==> src/rtl/alu_exec_unit.sv <==
// Registered execute unit: RV32I/RV64I register-ALU ops plus iterative
// MUL/DIVU/REMU behind valid/ready handshakes on both sides.
module alu_exec_unit #(
  parameter int XLEN     = 32,
  parameter bit ENABLE_M = 1'b1
) (
  input  logic            clk,
  input  logic            rst_n,
  input  logic            in_valid,
  output logic            in_ready,
  input  logic [1:0]      aluop,
  input  logic [6:0]      op,
  input  logic [2:0]      funct3,
  input  logic [6:0]      funct7,
  input  logic [XLEN-1:0] a,
  input  logic [XLEN-1:0] b,
  output logic            out_valid,
  input  logic            out_ready,
  output logic [XLEN-1:0] result,
  output logic            zero,
  output logic            illegal
);

  localparam int SW = $clog2(XLEN);

  typedef enum logic [1:0] {
    S_IDLE,
    S_BUSY,
    S_DONE
  } state_t;

  typedef enum logic [3:0] {
    K_ADD, K_SUB, K_SLL, K_SLT,
    K_SLTU, K_XOR, K_SRL, K_SRA,
    K_OR, K_AND, K_MUL, K_DIVU,
    K_REMU, K_ILL
  } kind_t;

  state_t          r_state;
  state_t          w_state_nx;
  kind_t           w_kind;
  kind_t           r_mkind;
  logic            w_m;
  logic            w_is_m;
  logic            w_acc;
  logic            w_last;
  logic [SW-1:0]   w_shamt;
  logic [XLEN-1:0] w_base;
  logic [SW-1:0]   r_cnt;
  logic [XLEN-1:0] r_opa;
  logic [XLEN-1:0] r_opb;
  logic [XLEN-1:0] r_acc;
  logic [XLEN-1:0] r_result;
  logic            r_zero;
  logic            r_illegal;
  logic [XLEN-1:0] w_mul_acc;
  logic [XLEN:0]   w_rs;
  logic            w_ge;
  logic [XLEN-1:0] w_diff;
  logic [XLEN-1:0] w_rem_nx;
  logic [XLEN-1:0] w_quo_nx;
  logic [XLEN-1:0] w_mres;
  logic            w_unused;

  // only the R-type bit of the opcode matters here
  assign w_unused = ^{op[6], op[4:0]};

  assign in_ready  = (r_state == S_IDLE);
  assign out_valid = (r_state == S_DONE);
  assign result    = r_result;
  assign zero      = r_zero;
  assign illegal   = r_illegal;

  assign w_acc   = in_valid && in_ready;
  assign w_m     = op[5] && (funct7 == 7'b0000001);
  assign w_shamt = b[SW-1:0];
  assign w_last  = (r_cnt == SW'(XLEN - 1));

  always_comb begin
    w_kind = K_ILL;
    unique case (aluop)
      2'b00: w_kind = K_ADD;
      2'b01: w_kind = K_SUB;
      2'b11: w_kind = K_ILL;
      2'b10: begin
        if (w_m) begin
          if (ENABLE_M) begin
            unique case (funct3)
              3'b000:  w_kind = K_MUL;
              3'b101:  w_kind = K_DIVU;
              3'b111:  w_kind = K_REMU;
              default: w_kind = K_ILL;
            endcase
          end
        end else begin
          unique case (funct3)
            3'b000: w_kind = (op[5] && funct7[5]) ? K_SUB : K_ADD;
            3'b001: w_kind = K_SLL;
            3'b010: w_kind = K_SLT;
            3'b011: w_kind = K_SLTU;
            3'b100: w_kind = K_XOR;
            3'b101: w_kind = funct7[5] ? K_SRA : K_SRL;
            3'b110: w_kind = K_OR;
            3'b111: w_kind = K_AND;
          endcase
        end
      end
    endcase
  end

  assign w_is_m = (w_kind == K_MUL) || (w_kind == K_DIVU)
               || (w_kind == K_REMU);

  always_comb begin
    w_base = '0;
    unique case (w_kind)
      K_ADD:   w_base = a + b;
      K_SUB:   w_base = a - b;
      K_SLL:   w_base = a << w_shamt;
      K_SLT:   w_base = XLEN'($signed(a) < $signed(b));
      K_SLTU:  w_base = XLEN'(a < b);
      K_XOR:   w_base = a ^ b;
      K_SRL:   w_base = a >> w_shamt;
      K_SRA:   w_base = $signed(a) >>> w_shamt;
      K_OR:    w_base = a | b;
      K_AND:   w_base = a & b;
      default: w_base = '0;
    endcase
  end

  // r_opa is the shifted multiplicand for MUL and the dividend/quotient
  // shift register for division; r_acc is product or partial remainder
  assign w_mul_acc = r_acc + (r_opb[0] ? r_opa : '0);
  assign w_rs      = {r_acc, r_opa[XLEN-1]};
  assign w_ge      = (w_rs >= {1'b0, r_opb});
  assign w_diff    = w_rs[XLEN-1:0] - r_opb;
  assign w_rem_nx  = w_ge ? w_diff : w_rs[XLEN-1:0];
  assign w_quo_nx  = {r_opa[XLEN-2:0], w_ge};

  always_comb begin
    w_mres = w_rem_nx;
    if (r_mkind == K_MUL)
      w_mres = w_mul_acc;
    else if (r_mkind == K_DIVU)
      w_mres = w_quo_nx;
  end

  always_comb begin
    w_state_nx = r_state;
    unique case (r_state)
      S_IDLE:
        if (w_acc)
          w_state_nx = w_is_m ? S_BUSY : S_DONE;
      S_BUSY:
        if (w_last)
          w_state_nx = S_DONE;
      S_DONE:
        if (out_ready)
          w_state_nx = S_IDLE;
      default: w_state_nx = S_IDLE;
    endcase
  end

  always_ff @(posedge clk or negedge rst_n) begin
    if (!rst_n)
      r_state <= S_IDLE;
    else
      r_state <= w_state_nx;
  end

  always_ff @(posedge clk or negedge rst_n) begin
    if (!rst_n) begin
      r_cnt     <= '0;
      r_opa     <= '0;
      r_opb     <= '0;
      r_acc     <= '0;
      r_mkind   <= K_ADD;
      r_result  <= '0;
      r_zero    <= 1'b0;
      r_illegal <= 1'b0;
    end else begin
      unique case (r_state)
        S_IDLE: begin
          if (w_acc) begin
            r_opa   <= a;
            r_opb   <= b;
            r_acc   <= '0;
            r_cnt   <= '0;
            r_mkind <= w_kind;
            if (!w_is_m) begin
              r_result  <= w_base;
              r_zero    <= (w_base == '0);
              r_illegal <= (w_kind == K_ILL);
            end
          end
        end
        S_BUSY: begin
          r_cnt <= r_cnt + SW'(1);
          if (r_mkind == K_MUL) begin
            r_acc <= w_mul_acc;
            r_opa <= r_opa << 1;
            r_opb <= r_opb >> 1;
          end else begin
            r_acc <= w_rem_nx;
            r_opa <= w_quo_nx;
          end
          if (w_last) begin
            r_result  <= w_mres;
            r_zero    <= (w_mres == '0);
            r_illegal <= 1'b0;
          end
        end
        default: ;
      endcase
    end
  end

endmodule

==> config.mk <==
export PLATFORM = sky130hd
export DESIGN_NAME = alu_exec_unit
export DESIGN_NICKNAME = d
export VERILOG_FILES = /design/src/rtl/alu_exec_unit.sv
export SDC_FILE = /design/constraint.sdc
export NUM_CORES = 1
export LEC_CHECK = 0
export ABC_AREA = 1
export BUFFER_PORTS_ARGS = -buffer_cell sky130_fd_sc_hd__buf_2
export CORE_MARGIN = 8
export CORE_UTILIZATION = 58
export CTS_CLUSTER_DIAMETER = 80
export DETAILED_ROUTE_END_ITERATION = 6
export PLACE_DENSITY = 0.79
export SLEW_MARGIN = 30
export SYNTH_ARGS = -nofsm -noshare
export SYNTH_HDL_FRONTEND = slang
export SYNTH_SLANG_ARGS = --single-unit
==> constraint.sdc <==
create_clock -name clk -period 2.4 [get_ports clk]
set_input_delay 0.72 -clock clk [delete_from_list [all_inputs] [get_ports clk]]
set_output_delay 0.72 -clock clk [all_outputs]
set_load 0.005 [all_outputs]
==> summary.md, run 1 <==
| Metric | Value |
|---|---|
| Outcome | `did not finish` |
| Stopping stage | `5_1_grt` |
| Error message | `[ERROR GRT-0116] Global routing finished with congestion. Check the congestion regions in the DRC Viewer.` |
| Starting Density | `58.38%` |
| Synthesis-stage register bit count | `141` |
| # clock sinks | `141` |
| Unique cell type count in the Yosys netlist | `47` |
| Count of synthesis-stage warnings from yosys | `0` |
| Library cell used as clock root buffer | `clkbuf_16` |
| Area of the mapped netlist | `23030 um2` |
| Total number of placement rows | `73` |
| Placer congestion estimate | `1.199` |
| Die height | `215.3 um` |
| Die boundary width | `215.3 um` |
| Cell count after synthesis | `4248` |
| Maximum clock path buffer count | `2` |
| Via count of the first global-routing pass | `39930` |
| Half-perimeter wire length after detailed placement | `99370 um` |
| Async S/R FF share, synth | `100.0%` |
| Count of flip-flops with a built-in enable after synthesis | `0` |
| Global-route usage over all layers | `71.04%` |
| I/O pin count | `123` |
| Pin count of the biggest net entering global routing | `168` |
| Wire length of the first global-routing pass | `252300 um` |
| Most common flop cell mapped by yosys | `dfrtp_1` |
| Syn Nets | `4502` |
| Global route total overflow | `25` |
| Deepest level of the CTS H-tree | `4` |
| Cells taking the most area after synthesis | `nand2_1, dfrtp_1, nand3_1` |
| Number of buffers inserted during clock tree synthesis | `17` |
| Mapped Avg Cell Area | `5.422 um2` |
| # port buffers | `116` |
| Number of cells in the design after placement | `5638` |
| Sequential area share after synthesis | `15.32%` |
| Cell accounting for the most synthesized area | `nand2_1` |
| Area fraction of the dominant cell type after synthesis | `22.99%` |
==> synth_stat cells, drive strengths merged (71+ instances only) <==
cell type and count:
inv 534, ha 163, a21oi 199, buf 92, o211ai 93, dfrtp 141
clkbuf 93, nand3 532, nand4 71, nor2 483, nand2 1425, o21ai 248
==> cells by family after synthesis <==
group | Yosys count | share of synthesized area, %
compound gates | 589 | 14.35
xor+xnor | 43 | 1.635
fa+ha+maj | 167 | 9.202
buf+inv | 721 | 12.42
flops | 141 | 15.32
simple gates | 2587 | 47.08
==> per-stage QoR <==
step	setup TNS [ns]	area [um2]	util, %	worst slack [ns]
2_1_floorplan	-8.101	23320	-	-0.5619
3_3_place_gp	-33.39	31000	78.57	-1.055
3_5_place_dp	-37.61	31000	78.57	-1.114
4_1_cts	-14.74	33280	84.34	-0.6541
==> metal layers <==
metal | global-route usage, % | GRT overflow
met1 | 68.13 | 1
met2 | 87.28 | 11
met3 | 57.82 | 0
met4 | 73.20 | 12
met5 | 33.08 | 1
==> timing repair <==
| action | 4_1_cts |
|---|---|
| gates resized for setup | 335 |
| hold buffers | 0 |
| buffers inserted | 30 |
| setup endpoints to repair | 67 |
| gates cloned | 4 |
| pin swaps | 59 |
==> run 2, diff against run 1 <==
- CORE_UTILIZATION: 58 -> 40
- CTS_CLUSTER_DIAMETER: 80 -> default
- PLACE_DENSITY: 0.79 -> default
- PLACE_DENSITY_LB_ADDON: default -> 0.15
- clock period: 2.4 -> 3.1 ns (I/O delays scaled with it)
==> run 2 against run 1 <==
  * The flow now finishes, with violations (setup timing)
  * Synthesized area unchanged
  * Synthesized cell count unchanged
==> summary.md, run 2 <==
| Metric | Value |
|---|---|
| Outcome | `complete, but fails checks` |
| Violated checks | `setup timing` |
| Transition time of the tightest slew-check pin | `0.6793 ns` |
| Clock transition at the register clock pins on the worst setup and hold paths after CTS | `0.07 ns` |
| Post-route insts no fill | `6016` |
| Syn Nets | `4502` |
| Data arrival, critical path | `3.62 ns` |
| Library cell with the highest instance count after synthesis | `nand2_1` |
| Worst EP required | `3.48 ns` |
| Library cell used as clock root buffer | `clkbuf_16` |
| Routed wire length | `134200 um` |
| Synth Area in Simple Gates | `47.08%` |
| Area of the core | `57370 um2` |
| Area of the mapped netlist | `23030 um2` |
| # port buffers | `116` |
| Remaining max-slew budget at the tightest pin | `54.66%` |
| I/O pin count | `123` |
| Unrepaired setup endpoints after global routing | `true` |
| Startpoint class of the critical path | `flop` |
| Post-synth top cells | `nand2_1, nand3_1, inv_1` |
| Fraction of final layout cells with drive strength greater than 1 | `32.69%` |
| Total number of placement rows | `88` |
| Die boundary width | `256.0 um` |
| Antenna Nets Post-Route | `0` |
| Area of the die | `65520 um2` |
| Adder-Cell Fraction of Synth Area | `9.202%` |
| Count of flip-flops with a built-in enable after synthesis | `0` |
| Sequential area share after synthesis | `15.32%` |
| Number of nets in the layout | `5491` |
| Count of buffering cells on the critical path with inverters included | `4` |
| Max Fclk | `308.3 MHz` |
| Setup Crit Path Kind | `flop to flop` |
| Deepest level of the CTS H-tree | `4` |
| Count of pins over their slew limit | `0` |
| Max-Cap Viols | `0` |
| Count of TritonRoute iterations in the first routing pass | `6` |
| Power density relative to cell area | `589.8 nW/um2` |
| Class of the most critical hold timing path | `primary input to async pin` |
| Capturing element type of the critical path | `flop` |
| Global-route usage over all layers | `38.27%` |
| Number of cells in the design after placement | `5948` |
| Compound-gate portion of the synthesized area | `14.35%` |
| Placer congestion estimate | `1.098` |
| Cells taking the most area after synthesis | `nand2_1, dfrtp_1, nand3_1` |
| Pin count of the biggest net entering global routing | `71` |
| Final setup violation count | `4` |
| End-of-flow core utilization | `61.28%` |
| Unique cell type count in the Yosys netlist | `47` |
| Antenna violations before repair | `4` |
| Final clock period utilization by the worst path | `104.6%` |
| Total via count in the routed design | `32920` |
| Initial DRC Count | `2931` |
| Area Overhead vs Synth | `52.60%` |
| Synthesis-stage register bit count | `141` |
| Via count normalized by instance count | `5.472` |
| Half-perimeter wire length after detailed placement | `110600 um` |
| Die height | `256.0 um` |
| Final critical-path setup slack | `-0.1432 ns` |
| Wire length of the first global-routing pass | `190400 um` |
| Via count of the first global-routing pass | `30740` |
| Cell count after synthesis | `4248` |
| Starting Density | `40.15%` |
| Global route total overflow | `0` |
| Post-layout min period | `3.243 ns` |
| Mux contribution to synthesized area | `0%` |
| Dominant combinational cell family by area after synthesis | `simple AND/OR/NAND/NOR gates` |
| Clock Skew | `0.01085 ns` |
| CP max stage cell | `dfrtp_4` |
| Standby leakage power | `18.74 nW` |
| Area fraction of the dominant cell type after synthesis | `22.99%` |
| Cell accounting for the most synthesized area | `nand2_1` |
| Area share of xor/xnor cells in the synthesized design | `1.635%` |
| Maximum clock path buffer count | `2` |
| Endpoints failing hold | `0` |
| Clock tree from TritonCTS | `done` |
| Critical Path, Cell by Cell | `buf_8 -> nand2_2 -> inv_2 -> ha_4 -> fa_2 -> nand2_2 -> nand3_2 -> buf_6 -> and2_1 -> or2_2 -> nand3_2 -> o21ai_0 -> inv_1 -> nand2_1 -> nor2_2 -> nand2_1 -> nor2_1 -> nand3_1 -> nor2_1 -> nor2_1 -> a21oi_1` |
| Crit-path most repeated cell | `nor2_1` |
| Placed instance area | `31790 um2` |
| Number of buffers inserted during clock tree synthesis | `17` |
| Avg WL per Cell | `22.30 um` |
| Count of synthesis-stage warnings from yosys | `0` |
| Peak ir drop on the vdd network | `394.6 uV` |
| # clock sinks | `141` |
| Crit-path max cell delay | `0.50 ns` |
| Most common flop cell mapped by yosys | `dfrtp_1` |
| Top delay family on crit path | `simple AND/OR/NAND/NOR gates` |
| Worst-skew pair later-pin latency | `0.45 ns` |
| Most frequent cells in the layout | `nand2_1, buf_4, inv_1` |
| Minimum hold slack | `0.4314 ns` |
| Mapped Avg Cell Area | `5.422 um2` |
| Maximum net fanout on the critical path | `4` |
| Hold bufs inserted after CTS | `0` |
| Residual DRC count | `0` |
| Most common cell after layout, fill and taps aside | `nand2_1` |
| Async S/R FF share, synth | `100.0%` |
| Post-route standard cell area excluding fillers | `35150 um2` |
run 2: cell counts after synthesis:
Identical to the previous run, type by type.
run 2: per-stage QoR:
step	worst slack, ns	power, W	TNS (ns)
2_1_floorplan	-0.07221	0.009218	-0.07221
3_3_place_gp	-0.8694	0.01617	-17.08
3_5_place_dp	-0.8668	0.01625	-18.00
4_1_cts	-0.1175	0.01884	-0.2829
5_1_grt	-0.2678	0.02190	-1.614
6_report	-0.1432	0.02073	-0.2336
run 2: worst reg2reg max path, delay by kind of cell (launching register included):
kind	cells	cell delay (ns)
DFF	1	0.50
buffers and inverters	4	0.39
adders and majority gates	2	0.56
and+or+nand+nor	13	1.49
AOI/OAI and AO/OA	2	0.22
run 2: cells by family after synthesis:
family / Yosys count
xor gates and xnor gates: 43
adders and majority gates: 167
DFF: 141
buffers and inverters: 721
and+or+nand+nor: 2587
AOI/OAI and AO/OA: 589
run 2: repair_timing:
| item | in CTS | in global routing |
|---|---|---|
| setup endpoints to repair | 30 | 34 |
| pin swaps | 7 | 105 |
| gates resized for setup | 110 | 511 |
| buffers inserted | 3 | 26 |
| cloned | 0 | 7 |
run 2: report_power, final:
group / switching (W) / internal (W) / leakage [nW]
combinational: 0.00879 / 0.00660 / 16.7
sequential: 0.000552 / 0.00256 / 1.78
clock: 0.000984 / 0.00123 / 0.303
run 2: final timing paths:
kind,startpoint,end,slack [ns],cells past startpoint
min in group clk,result[17],result[17],0.48,2
min,rst_n,r_cnt[2],0.43,1
max reg2reg,r_opb[0],zero,-0.14,21
min reg2reg,result[17],result[17],0.48,2
max in group asynchronous,rst_n,result[30],1.96,2
max,r_opb[0],zero,-0.14,21
run 2: layout make-up:
type / count / area, um2
Clock buffer: 17 / 425.4
Fill cell: 5777 / 22210
Inverter: 536 / 2038
Timing Repair Buffer: 1154 / 8937
Clock inverter: 15 / 202.7
Antenna cell: 1 / 2.502
Multi-Input combinational cell: 3386 / 19050
Tap cell: 765 / 957.2
Timing Repair inverter: 1 / 5.005
Sequential cell: 141 / 3537
run 2: routing by layer:
| metal | up-vias | GRT usage (%) | routed length, um |
|---|---|---|---|
| li1 | 15690 | - | - |
| met1 | 15250 | 42.88 | 49310 |
| met2 | 1496 | 63.61 | 61500 |
| met3 | 485 | 5.204 | 9268 |
| met4 | 2 | 33.29 | 14070 |
| met5 | - | 0 | 10 |
(Power assumes the default switching activity.)
